<file path="src/rtl/ex_mem_stage.sv">
// EX/MEM pipeline register, data cache handshake, MEM/WB register
// and saturating access/miss counters; all flops use the falling edge.
module ex_mem_stage #(
  parameter int CNT_W = 16
) (
  input  logic             clk_i,
  input  logic             rst_n,
  input  logic [1:0]       wb_i,
  input  logic [1:0]       mem_i,
  input  logic [31:0]      alu_i,
  input  logic [31:0]      wdata_i,
  input  logic [4:0]       rdaddr_i,
  output logic             dc_req_o,
  output logic             dc_we_o,
  output logic [31:0]      dc_addr_o,
  output logic [31:0]      dc_wdata_o,
  input  logic [31:0]      dc_rdata_i,
  input  logic             dc_stall_i,
  output logic             stall_o,
  output logic             exmem_regwrite_o,
  output logic [4:0]       exmem_rdaddr_o,
  output logic [1:0]       wb_o,
  output logic [31:0]      rdata_o,
  output logic [31:0]      alu_o,
  output logic [4:0]       rdaddr_o,
  output logic [CNT_W-1:0] acc_cnt_o,
  output logic [CNT_W-1:0] miss_cnt_o
);

  typedef struct packed {
    logic [1:0]  wb;
    logic [1:0]  mem;
    logic [31:0] alu;
    logic [31:0] wdata;
    logic [4:0]  rdaddr;
  } ex_mem_t;

  typedef enum logic {
    IDLE,
    MISS
  } state_t;

  ex_mem_t q;
  state_t  st;
  state_t  st_nx;
  logic    mop;
  logic    ld;
  logic    acc_inc;
  logic    miss_inc;

  assign mop        = q.mem[1] | q.mem[0];
  // Read+write together behaves as a store, so only a pure read loads.
  assign ld         = q.mem == 2'b01;
  assign dc_req_o   = mop;
  assign dc_we_o    = q.mem[1];
  assign dc_addr_o  = q.alu;
  assign dc_wdata_o = q.wdata;
  assign stall_o    = mop & dc_stall_i;
  assign acc_inc    = mop & ~dc_stall_i;

  assign exmem_regwrite_o = q.wb[1];
  assign exmem_rdaddr_o   = q.rdaddr;

  always_ff @(negedge clk_i or negedge rst_n) begin
    if (!rst_n) begin
      q <= '0;
    end else if (!stall_o) begin
      q <= '{wb: wb_i, mem: mem_i, alu: alu_i,
             wdata: wdata_i, rdaddr: rdaddr_i};
    end
  end

  always_ff @(negedge clk_i or negedge rst_n) begin
    if (!rst_n) begin
      st <= IDLE;
    end else begin
      st <= st_nx;
    end
  end

  always_comb begin
    st_nx    = st;
    miss_inc = 1'b0;
    unique case (st)
      IDLE: begin
        if (mop && dc_stall_i) begin
          st_nx    = MISS;
          miss_inc = 1'b1;
        end
      end
      MISS: begin
        if (!dc_stall_i) begin
          st_nx = IDLE;
        end
      end
      default: st_nx = IDLE;
    endcase
  end

  always_ff @(negedge clk_i or negedge rst_n) begin
    if (!rst_n) begin
      acc_cnt_o  <= '0;
      miss_cnt_o <= '0;
    end else begin
      if (acc_inc && acc_cnt_o != '1) begin
        acc_cnt_o <= acc_cnt_o + 1'b1;
      end
      if (miss_inc && miss_cnt_o != '1) begin
        miss_cnt_o <= miss_cnt_o + 1'b1;
      end
    end
  end

  always_ff @(negedge clk_i or negedge rst_n) begin
    if (!rst_n) begin
      wb_o     <= '0;
      rdata_o  <= '0;
      alu_o    <= '0;
      rdaddr_o <= '0;
    end else if (stall_o) begin
      wb_o <= 2'b00;
    end else begin
      wb_o     <= q.wb;
      alu_o    <= q.alu;
      rdaddr_o <= q.rdaddr;
      if (ld) begin
        rdata_o <= dc_rdata_i;
      end
    end
  end

endmodule
</file>
<file path="config.mk">
export PLATFORM = sky130hd
export DESIGN_NAME = ex_mem_stage
export DESIGN_NICKNAME = d
export VERILOG_FILES = /design/src/rtl/ex_mem_stage.sv
export SDC_FILE = /design/constraint.sdc
export NUM_CORES = 1
export LEC_CHECK = 0
export CAP_MARGIN = 30
export CORE_ASPECT_RATIO = 1.25
export CORE_UTILIZATION = 44
export CTS_BUF_LIST = sky130_fd_sc_hd__clkbuf_8 sky130_fd_sc_hd__clkbuf_16
export DETAILED_ROUTE_END_ITERATION = 12
export PLACE_DENSITY = 0.8
export SETUP_SLACK_MARGIN = 0.05
export SLEW_MARGIN = 10
export SYNTH_ARGS = -nofsm -noshare
export SYNTH_HDL_FRONTEND = slang
export SYNTH_SLANG_ARGS = --single-unit
export TNS_END_PERCENT = 30
</file>
<file path="constraint.sdc">
create_clock -name clk_i -period 2.25 [get_ports clk_i]
set_input_delay 0.5625 -clock clk_i [delete_from_list [all_inputs] [get_ports clk_i]]
set_output_delay 0.5625 -clock clk_i [all_outputs]
set_load 0.01 [all_outputs]
</file>
* Word-level counts from Yosys, hierarchy flattened
Cells that the tools add are included.
Widths: inputs -> output; s select.
** Storage, ports and cells
- Flip-flop bits (word level) :: 177
- Bits in latches :: 0
- Memory bits (writable) :: 0
- Memory bits (read-only) :: 0
- Input bits :: 108
- Output and inout port bits :: 176
- Logic and storage cells :: 32
- Memories kept :: 0
** Cells by class
- Add/subtract/negate cells :: 2
- Multiply operators :: 0
- Divide/modulo/power cells :: 0
- Order comparisons :: 0
- Eq/ne operators :: 3
- Shift operators :: 0
- Multiplexer cells :: 5
- Bitwise operators :: 6
- Reductions and logical operators :: 4
** Operators with widths (count)
- $add 16x1->16 const B :: 2
- $ne 16x16->1 const B :: 2
- $logic_and 1x1->1 :: 3
- $mux 1 :: 3
- $not 1->1 :: 3
- $and 1x1->1 :: 2
- $eq 2x1->1 const B :: 1
- $mux 2 :: 1
- $pmux 1 s2 :: 1
- $reduce_and 2->1 :: 1
- $or 1x1->1 :: 1

* Depth between registers and ports, before layout
Gate-level depths: netlist of the first run.
- Depth after elaboration :: 5
- Gate-level depth with buffers :: 6
- Gate-level depth less buffers :: 5

==> results_dict.tcl, run 1 <==
set metrics [dict create \
    cts_max_path_buffers 2 \
    drive_gt1_share_pct 38.3 \
    p_leak_nw 6.05 \
    synth_flop_cell "dfrtn_1" \
    startpoint_type "flip-flop" \
    vdd_drop_max_uv 501 \
    synth_area_leader_cell "dfrtn_1" \
    dieArea_um2 17500 \
    ant_nets 0 \
    io_pins 284 \
    maxSlewHeadroom_pct 60.0 \
    globalRouteOverflowTotal 0 \
    post-route-cell-area_um2 11800 \
    port_buffers 283 \
    drc 0 \
    critPathKind "flip-flop to output pin" \
    cts_num_sinks 177 \
    synth-seq-cells 177 \
    root_buffer "clkbuf_16" \
    cp.arrival_ns 2.42 \
    avgSynthCellArea_um2 9.89 \
    cap_violations 0 \
    syn2layout_area_growth_pct 57.7 \
    avgViaCountPerCell 4.83 \
    endpoint_kind "output pin" \
    rsz0062_at_grt "yes" \
    worstMarginPinSlew_ns 0.596 \
    gr-usage-all-layers_pct 24.5 \
    initial_core_util_pct 45.6 \
    hold_path.class "flip-flop to flip-flop" \
    via_count 6507 \
    antenna_cells 0 \
    cp_slowest_cell "dfrtn_1" \
    synth_edf_count 0 \
    synth_area_um2 7480 \
    synth_warnings 0 \
    grt_max_degree 39 \
    cts_tree "built" \
    synthArstFlopShare_pct 100 \
    drv_slew 0 \
    firstDrtPassIters 4 \
    dpl_cell_area_um2 10900 \
    outcome "complete, but fails checks" \
    finalWeightedCongestion 0.809 \
    worst_slack_ns -0.729 \
    core_um2 16400 \
    cp_data_required_time_ns 1.69 \
    die_w_um 119 \
    slowest_delay_ns 0.38 \
    die-height_um 148 \
    power_mw 10.1 \
    dpl.hpwl_um 14300 \
    detail_route.iter0.violations 381 \
    wl_um 22200 \
    finalSetupTns_ns -91.75 \
    worstPathMaxFanout 2 \
    clock_latency_ns 0.40 \
    synth_top_area_share_pct 59.2 \
    synth_area_leaders "dfrtn_1 59%, nand2_1 17%, buf_4 6.9%" \
    ys_types 38 \
    skew_ns 0.00895 \
    ys_top_cells_by_count "337 x nand2_1, 177 x dfrtn_1, 69 x buf_4" \
    power_density_nw_per_um2 857 \
    wl_per_cell_um 16.5 \
    htreeDepth 4 \
    synth_nets 866 \
    cts_buffers 17 \
    antenna_found_initial 2 \
    clk_pin_slew_worst_paths_ns 0.05 \
    crit_chain "o21ai_4 -> buf_12 -> clkinv_8 -> buf_6" \
    yosysMostFrequentCell "nand2_1" \
    grt_pass1_wl_um 33100 \
    setup_viol 348 \
    ys_seq_area_share_pct 59.2 \
    num-nets-final 1229 \
    grt_pass1_vias 6502 \
    hold_viol 0 \
    violations "negative setup slack" \
    rows 52 \
    holdWs_ns 0.407 \
    synth_cells 756 \
]
==> through the flow <==
stage                     std cells  utilization (%)  setup WS [ns]
final                          1348             71.9         -0.729
after floorplan                 756                -         -0.772
after global placement         1260             66.7          -1.36
after global routing           1348             71.9         -0.761
after CTS                      1306             71.1         -0.729
after detailed placement       1260             66.7          -1.38
==> layout make-up <==
class,instances,area [µm²]
well taps,216,270
inverters,3,23.8
clock inverters,12,105
repair buffers,442,3850
flip-flops and latches,177,4430
fillers,1190,4600
multi-input cells,478,2650
clock buffers,20,467
==> repair_timing <==
| action | 4_1_cts | 5_1_grt |
|---|---|---|
| hold buffers | 0 | 0 |
| buffers inserted | 8 | 42 |
| endpoints found under the setup margin | 352 | 351 |
| pin swaps | 4 | 11 |
| resized for setup | 372 | 465 |
| cloned | 6 | 0 |
==> registers in the layout (all words and copies together) (netlist names) <==
register / count
alu_o: 32
dc_addr_o: 32
dc_wdata_o: 32
rdata_o: 32
acc_cnt_o: 16
miss_cnt_o: 16
exmem_rdaddr_o: 5
rdaddr_o: 5
q: 2
wb_o: 2
dc_we_o: 1
exmem_regwrite_o: 1
st: 1
==> cell usage in the layout, fill, tap and decap left out, types with 3 or more instances in the layout <==
master,n
buf_16,5
nor4_4,8
nor3_4,4
nand4_1,10
buf_4,130
nand2_1,336
nor2_4,3
dfrtn_1,177
buf_12,11
nand4b_1,3
mux2_4,3
clkinvlp_4,3
xor2_1,12
a21oi_1,3
clkbuf_16,17
buf_6,71
inv_1,4
nor2_1,5
xnor2_1,14
inv_6,3
mux2_2,33
buf_2,114
and3_1,3
clkbuf_2,3
clkdlybuf4s50_1,105
clkbuf_8,3
nand3_1,12
==> critical path, delay by kind of cell, from the launching register on <==
family	cells	cell delay (ns)
compound gates	1	0.21
buf+inv	3	0.30
flops	1	0.38
==> final timing paths <==
| check | end | cells past startpoint | startpoint | slack [ns] |
|---|---|---|---|---|
| worst max-delay path | stall_o | 4 | dc_we_o$_DFFE_NN0N_ | -0.73 |
| worst min-delay path | dc_wdata_o[0]$_DFFE_NN0N_ | 2 | dc_wdata_o[0]$_DFFE_NN0N_ | 0.41 |
| worst max register to register | acc_cnt_o[15]$_DFFE_NN0P_ | 7 | acc_cnt_o[0]$_DFFE_NN0P_ | 0.09 |
| worst min register to register | dc_wdata_o[0]$_DFFE_NN0N_ | 2 | dc_wdata_o[0]$_DFFE_NN0N_ | 0.41 |
| max in group asynchronous | dc_addr_o[16]$_DFFE_NN0N_ | 2 | rst_n | 0.70 |
| min in group asynchronous | miss_cnt_o[5]$_DFFE_NN0P_ | 1 | rst_n | 1.04 |
==> per-layer routing <==
| layer | track usage, % | wire length [µm] |
|---|---|---|
| met5 | 0 | 31 |
| met3 | 6.37 | 1410 |
| met4 | 13.5 | 761 |
| met1 | 26.2 | 7900 |
| met2 | 44.0 | 12100 |
==> logic make-up (layout without fill, tap and decap cells) <==
family / after synthesis / count (layout) / share of synthesized area (%)
and+or+nand+nor: 404 / 404 / 22.4
buffers and inverters: 101 / 477 / 8.57
muxes: 36 / 36 / 5.47
DFF: 177 / 177 / 59.2
AOI/OAI and AO/OA: 10 / 10 / 0.920
xor gates and xnor gates: 26 / 26 / 3.05
adders and majority gates: 2 / 2 / 0.335
==> power breakdown <==
part	leakage (nW)	switching (mW)	internal [mW]
combinational	3.60	1.41	1.68
clock	0.282	1.25	1.61
sequential	2.18	0.338	3.81
total	6.05	3.00	7.11
No activity file was read; power rests on OpenSTA's default activity.
==> inputs of run 2 (changes only) <==
--- a/config.mk
+++ b/config.mk
@@ -16,4 +16,4 @@
 export SYNTH_ARGS = -nofsm -noshare
 export SYNTH_HDL_FRONTEND = slang
 export SYNTH_SLANG_ARGS = --single-unit
-export TNS_END_PERCENT = 30
+export TNS_END_PERCENT = 1
==> results_dict.tcl, run 2 (synthesis results as in run 1) <==
set metrics [dict create \
    grt_pass1_vias 6456 \
    rows 52 \
    root_buffer "clkbuf_16" \
    dpl_cell_area_um2 10800 \
    grt_max_degree 51 \
    globalRouteOverflowTotal 0 \
    pwr-share-comb_pct 28.9 \
    cts_hold_buffers 0 \
    cap_violations 0 \
    rsz0062_at_grt "yes" \
    p_clk_share_pct 29.2 \
    dpl.hpwl_um 14400 \
    seqPwrFrac_pct 41.9 \
    endpoint_kind "output pin" \
    via_count 6168 \
    sw_frac_of_total_pct 29.4 \
    worstMarginPinSlew_ns 0.571 \
    cts_buffers 17 \
    wl_per_cell_um 16.0 \
    drive_gt1_share_pct 34.6 \
    antenna_found_initial 0 \
    worst_slack_ns -0.732 \
    initial_core_util_pct 45.6 \
    dpl_worst_slack_ns -1.37 \
    setup_viol 329 \
    p_leak_nw 5.76 \
    outcome "complete, but fails checks" \
    wl_um 20700 \
    core_um2 16400 \
    reg2regPathDepth 7 \
    firstDrtPassIters 4 \
    cts_tree "built" \
    hold_path.class "flip-flop to flip-flop" \
    die-height_um 148 \
    skew_ns 0.00804 \
    gr-usage-all-layers_pct 24.0 \
    vdd_drop_max_uv 580 \
    syn2layout_area_growth_pct 51.1 \
    port_buffers 283 \
    maxSlewHeadroom_pct 61.6 \
    ant_nets 0 \
    r2r_slack_ns 0.01 \
    power_density_nw_per_um2 886 \
    finalWeightedCongestion 0.878 \
    dieArea_um2 17500 \
    detail_route.iter0.violations 347 \
    drv_slew 0 \
    clock_latency_ns 0.40 \
    violations "negative setup slack" \
    hold_viol 0 \
    startpoint_type "flip-flop" \
    min_path_cells 2 \
    clk_pin_slew_worst_paths_ns 0.05 \
    avgViaCountPerCell 4.77 \
    cts_num_sinks 177 \
    final_common_cell "nand2_1" \
    num-nets-final 1176 \
    io_pins 284 \
    worstPathMaxFanout 4 \
    layout_common_cells "337 x nand2_1, 177 x dfrtn_1, 105 x clkdlybuf4s50_1" \
    p_sw_mw 2.95 \
    critPathKind "flip-flop to output pin" \
    drc 0 \
    cp_data_required_time_ns 1.69 \
    antenna_cells 0 \
    die_w_um 119 \
    post-route-cell-area_um2 11300 \
    cts_max_path_buffers 2 \
    cp.arrival_ns 2.42 \
    grt_pass1_wl_um 32700 \
    p_int_mw 7.07 \
    htreeDepth 4 \
]
run 2: path summary, 6_finish.rpt:
kind,from,to
hold / removal,dc_wdata_o[0]$_DFFE_NN0N_,dc_wdata_o[0]$_DFFE_NN0N_
setup / recovery,q[69]$_DFFE_NN0N_,stall_o
min in group asynchronous,rst_n,dc_wdata_o[5]$_DFFE_NN0N_
setup reg to reg,acc_cnt_o[0]$_DFFE_NN0P_,acc_cnt_o[1]$_DFFE_NN0P_
max in group asynchronous,rst_n,miss_cnt_o[5]$_DFFE_NN0P_
hold reg to reg,dc_wdata_o[0]$_DFFE_NN0N_,dc_wdata_o[0]$_DFFE_NN0N_
run 2: per-layer routing:
metal	GRT usage (%)	vias up	share of wire, %	wire length [µm]
li1	-	2945	-	-
met2	42.7	233	52	10900
met4	13.5	0	4.8	989
met5	0	-	0	0
met3	6.21	64	6.7	1390
met1	25.9	2926	36	7480
run 2: worst max-delay path, stage by stage (launching register included):
cell and delay (ns):
dfrtn_1 0.39, o21ai_4 0.20, buf_12 0.14, clkinv_8 0.05
buf_6 0.11
run 2: power by group through the flow:
stage | sequential (mW) | combinational [mW] | clock, mW
after CTS | 4.17 | 2.77 | 2.97
after detailed placement | 4.21 | 3.03 | 0
after global routing | 4.26 | 3.12 | 3.11
after global placement | 4.17 | 2.98 | 0
final | 4.19 | 2.89 | 2.93
after floorplan | 4.41 | 1.01 | 0
run 2: area by class of cell:
cell class                      count  area [µm²]
Inverter                            3        23.8
Multi-Input combinational cell    478        2590
Sequential cell                   177        4430
Fill cell                        1288        5090
Tap cell                          216         270
Timing Repair Buffer              389        3410
Clock buffer                       20         467
Clock inverter                     10         113
run 2: through the flow:
step | setup TNS, ns | cells | utilization (%) | hold WS, ns | power, mW
floorplan | -51.40 | 756 | - | 0.391 | 5.42
global placement | -258.55 | 1248 | 65.6 | 0.406 | 7.15
detailed placement | -262.54 | 1248 | 65.6 | 0.410 | 7.23
CTS | -90.73 | 1285 | 67.5 | 0.410 | 9.92
global route | -95.91 | 1293 | 68.9 | 0.429 | 10.5
finish | -84.29 | 1293 | 68.9 | 0.407 | 10.0
run 2: what timing repair did:
item / 4_1_cts / 5_1_grt
gates resized for setup: 810 / 33
buffers inserted: 6 / 7
pin swaps: 13 / 11
setup endpoints to repair: 352 / 334
endpoints found under the hold margin: 0 / 0
cloned: 1 / 0
==> inputs of run 3 (changes only) <==
--- a/config.mk
+++ b/config.mk
@@ -7,10 +7,10 @@
 export LEC_CHECK = 0
 export CAP_MARGIN = 30
 export CORE_ASPECT_RATIO = 1.25
-export CORE_UTILIZATION = 44
+export CORE_UTILIZATION = 40
 export CTS_BUF_LIST = sky130_fd_sc_hd__clkbuf_8 sky130_fd_sc_hd__clkbuf_16
 export DETAILED_ROUTE_END_ITERATION = 12
-export PLACE_DENSITY = 0.8
+export PLACE_DENSITY = 0.77
 export SETUP_SLACK_MARGIN = 0.05
 export SLEW_MARGIN = 10
 export SYNTH_ARGS = -nofsm -noshare
==> constraint.sdc (replaced) <==
create_clock -name clk_i -period 2.7 [get_ports clk_i]
set_input_delay 0.675 -clock clk_i [delete_from_list [all_inputs] [get_ports clk_i]]
set_output_delay 0.675 -clock clk_i [all_outputs]
set_load 0.01 [all_outputs]
==> results_dict.tcl, run 3 (synthesis results as in run 1) <==
set metrics [dict create \
    rows 55 \
    vdd_drop_max_uv 490 \
    root_buffer "clkbuf_16" \
    power_density_nw_per_um2 746 \
    grt_pass1_wl_um 32400 \
    dpl_cell_area_um2 10800 \
    cts_buffers 17 \
    antenna_found_initial 1 \
    grt_max_degree 75 \
    finalWeightedCongestion 0.852 \
    violations "negative setup slack" \
    cts_hold_buffers 0 \
    post-route-cell-area_um2 11300 \
    wl_um 20000 \
    finalSetupTns_ns -53.01 \
    avgViaCountPerCell 4.72 \
    drv_slew 0 \
    dpl.hpwl_um 14200 \
    initial_core_util_pct 41.0 \
    worstMarginPinSlew_ns 0.662 \
    maxSlewHeadroom_pct 55.6 \
    ant_nets 0 \
    worstPathMaxFanout 2 \
    critPathKind "flip-flop to output pin" \
    r2r_slack_ns 0.32 \
    layout_common_cells "337 x nand2_1, 177 x dfrtn_1, 109 x buf_2" \
    cts_tree "built" \
    skew_ns 0.00451 \
    worst_slack_ns -0.630 \
    port_buffers 283 \
    core_um2 18200 \
    grt.busiest_layer "met2" \
    grtUsageMet2_pct 36.3 \
    outcome "complete, but fails checks" \
    grt_util_met1_pct 24.2 \
    wl_per_cell_um 15.3 \
    p_leak_nw 5.70 \
    cap_violations 0 \
    grt_pass1_vias 6314 \
    syn2layout_area_growth_pct 50.6 \
    final_common_cell "nand2_1" \
    cp_data_required_time_ns 2.03 \
    rsz0062_at_grt "yes" \
    num-nets-final 1172 \
    gr-usage-all-layers_pct 21.0 \
    io_pins 284 \
    clock_latency_ns 0.40 \
    cp.arrival_ns 2.66 \
    drc 0 \
    firstDrtPassIters 4 \
    hold_path.class "flip-flop to flip-flop" \
    die_w_um 124 \
    endpoint_kind "output pin" \
    startpoint_type "flip-flop" \
    setup_viol 224 \
    globalRouteOverflowTotal 0 \
    cts_num_sinks 177 \
    drive_gt1_share_pct 34.9 \
    cts_max_path_buffers 2 \
    detail_route.iter0.violations 308 \
    htreeDepth 4 \
    die-height_um 155 \
    dieArea_um2 19200 \
    hold_viol 0 \
    final_core_util_pct 61.8 \
    clk_pin_slew_worst_paths_ns 0.05 \
    met3_usage_pct 5.19 \
    via_count 6149 \
]
[run 3: cell types whose count changed in the layout (fill, tap and decap cells not counted), sizes merged]
cell / before / now
clkbuf: 20 / 18
diode: 0 / 1
inv: 5 / 6
clkinvlp: 3 / 2
buf: 284 / 280
clkinv: 3 / 5
bufinv: 2 / 3
[run 3: stage by stage]
step	setup WS [ns]	hold WS, ns	std cells	power [mW]
3_3_place_gp	-1.19	0.408	1265	5.97
3_5_place_dp	-1.21	0.411	1265	6.03
6_report	-0.630	0.404	1303	8.40
5_1_grt	-0.660	0.433	1303	8.82
4_1_cts	-0.628	0.411	1301	8.40
2_1_floorplan	-0.660	0.391	756	4.52
[run 3: worst max-delay path: stages, from the launching register on]
cell and delay, ns:
dfrtn_1 0.41, buf_6 0.15, or2_4 0.23, buf_6 0.12
[run 3: area by class of cell]
| cell class | instances | area (µm²) |
|---|---|---|
| clock buffers | 18 | 439 |
| fillers | 1524 | 6970 |
| multi-input cells | 478 | 2640 |
| repair buffers | 385 | 3270 |
| diodes | 1 | 2.50 |
| flip-flops and latches | 177 | 4430 |
| well taps | 228 | 285 |
| clock inverters | 13 | 175 |
| inverters | 3 | 23.8 |
[run 3: final timing paths]
check,cells past startpoint,from,endpoint
max,3,q[69]$_DFFE_NN0N_,dc_req_o
min,2,dc_wdata_o[21]$_DFFE_NN0N_,dc_wdata_o[21]$_DFFE_NN0N_
max reg2reg,7,acc_cnt_o[1]$_DFFE_NN0P_,acc_cnt_o[1]$_DFFE_NN0P_
min reg2reg,2,dc_wdata_o[21]$_DFFE_NN0N_,dc_wdata_o[21]$_DFFE_NN0N_
max in group asynchronous,2,rst_n,alu_o[2]$_DFFE_NN0N_
min in group asynchronous,1,rst_n,dc_addr_o[27]$_DFFE_NN0N_
[run 3: power by group]
part | leakage, nW | total [mW] | internal, mW | switching [mW]
clock network | 0.294 | 2.59 | 1.50 | 1.09
registers | 2.18 | 3.47 | 3.18 | 0.291
logic | 3.23 | 2.35 | 1.24 | 1.11
total | 5.70 | 8.40 | 5.91 | 2.49
[run 3: per-layer routing]
layer / vias up / wire [µm]
met4: 0 / 777
met5: - / 0
met1: 2952 / 7690
met3: 49 / 1180
li1: 2947 / -
met2: 201 / 10400
[run 3: timing repair]
action / 4_1_cts / 5_1_grt
setup endpoints to repair: 352 / 338
endpoints found under the hold margin: 0 / 0
pin swaps: 16 / 12
resized for setup: 809 / 32
setup buffers: 5 / 0
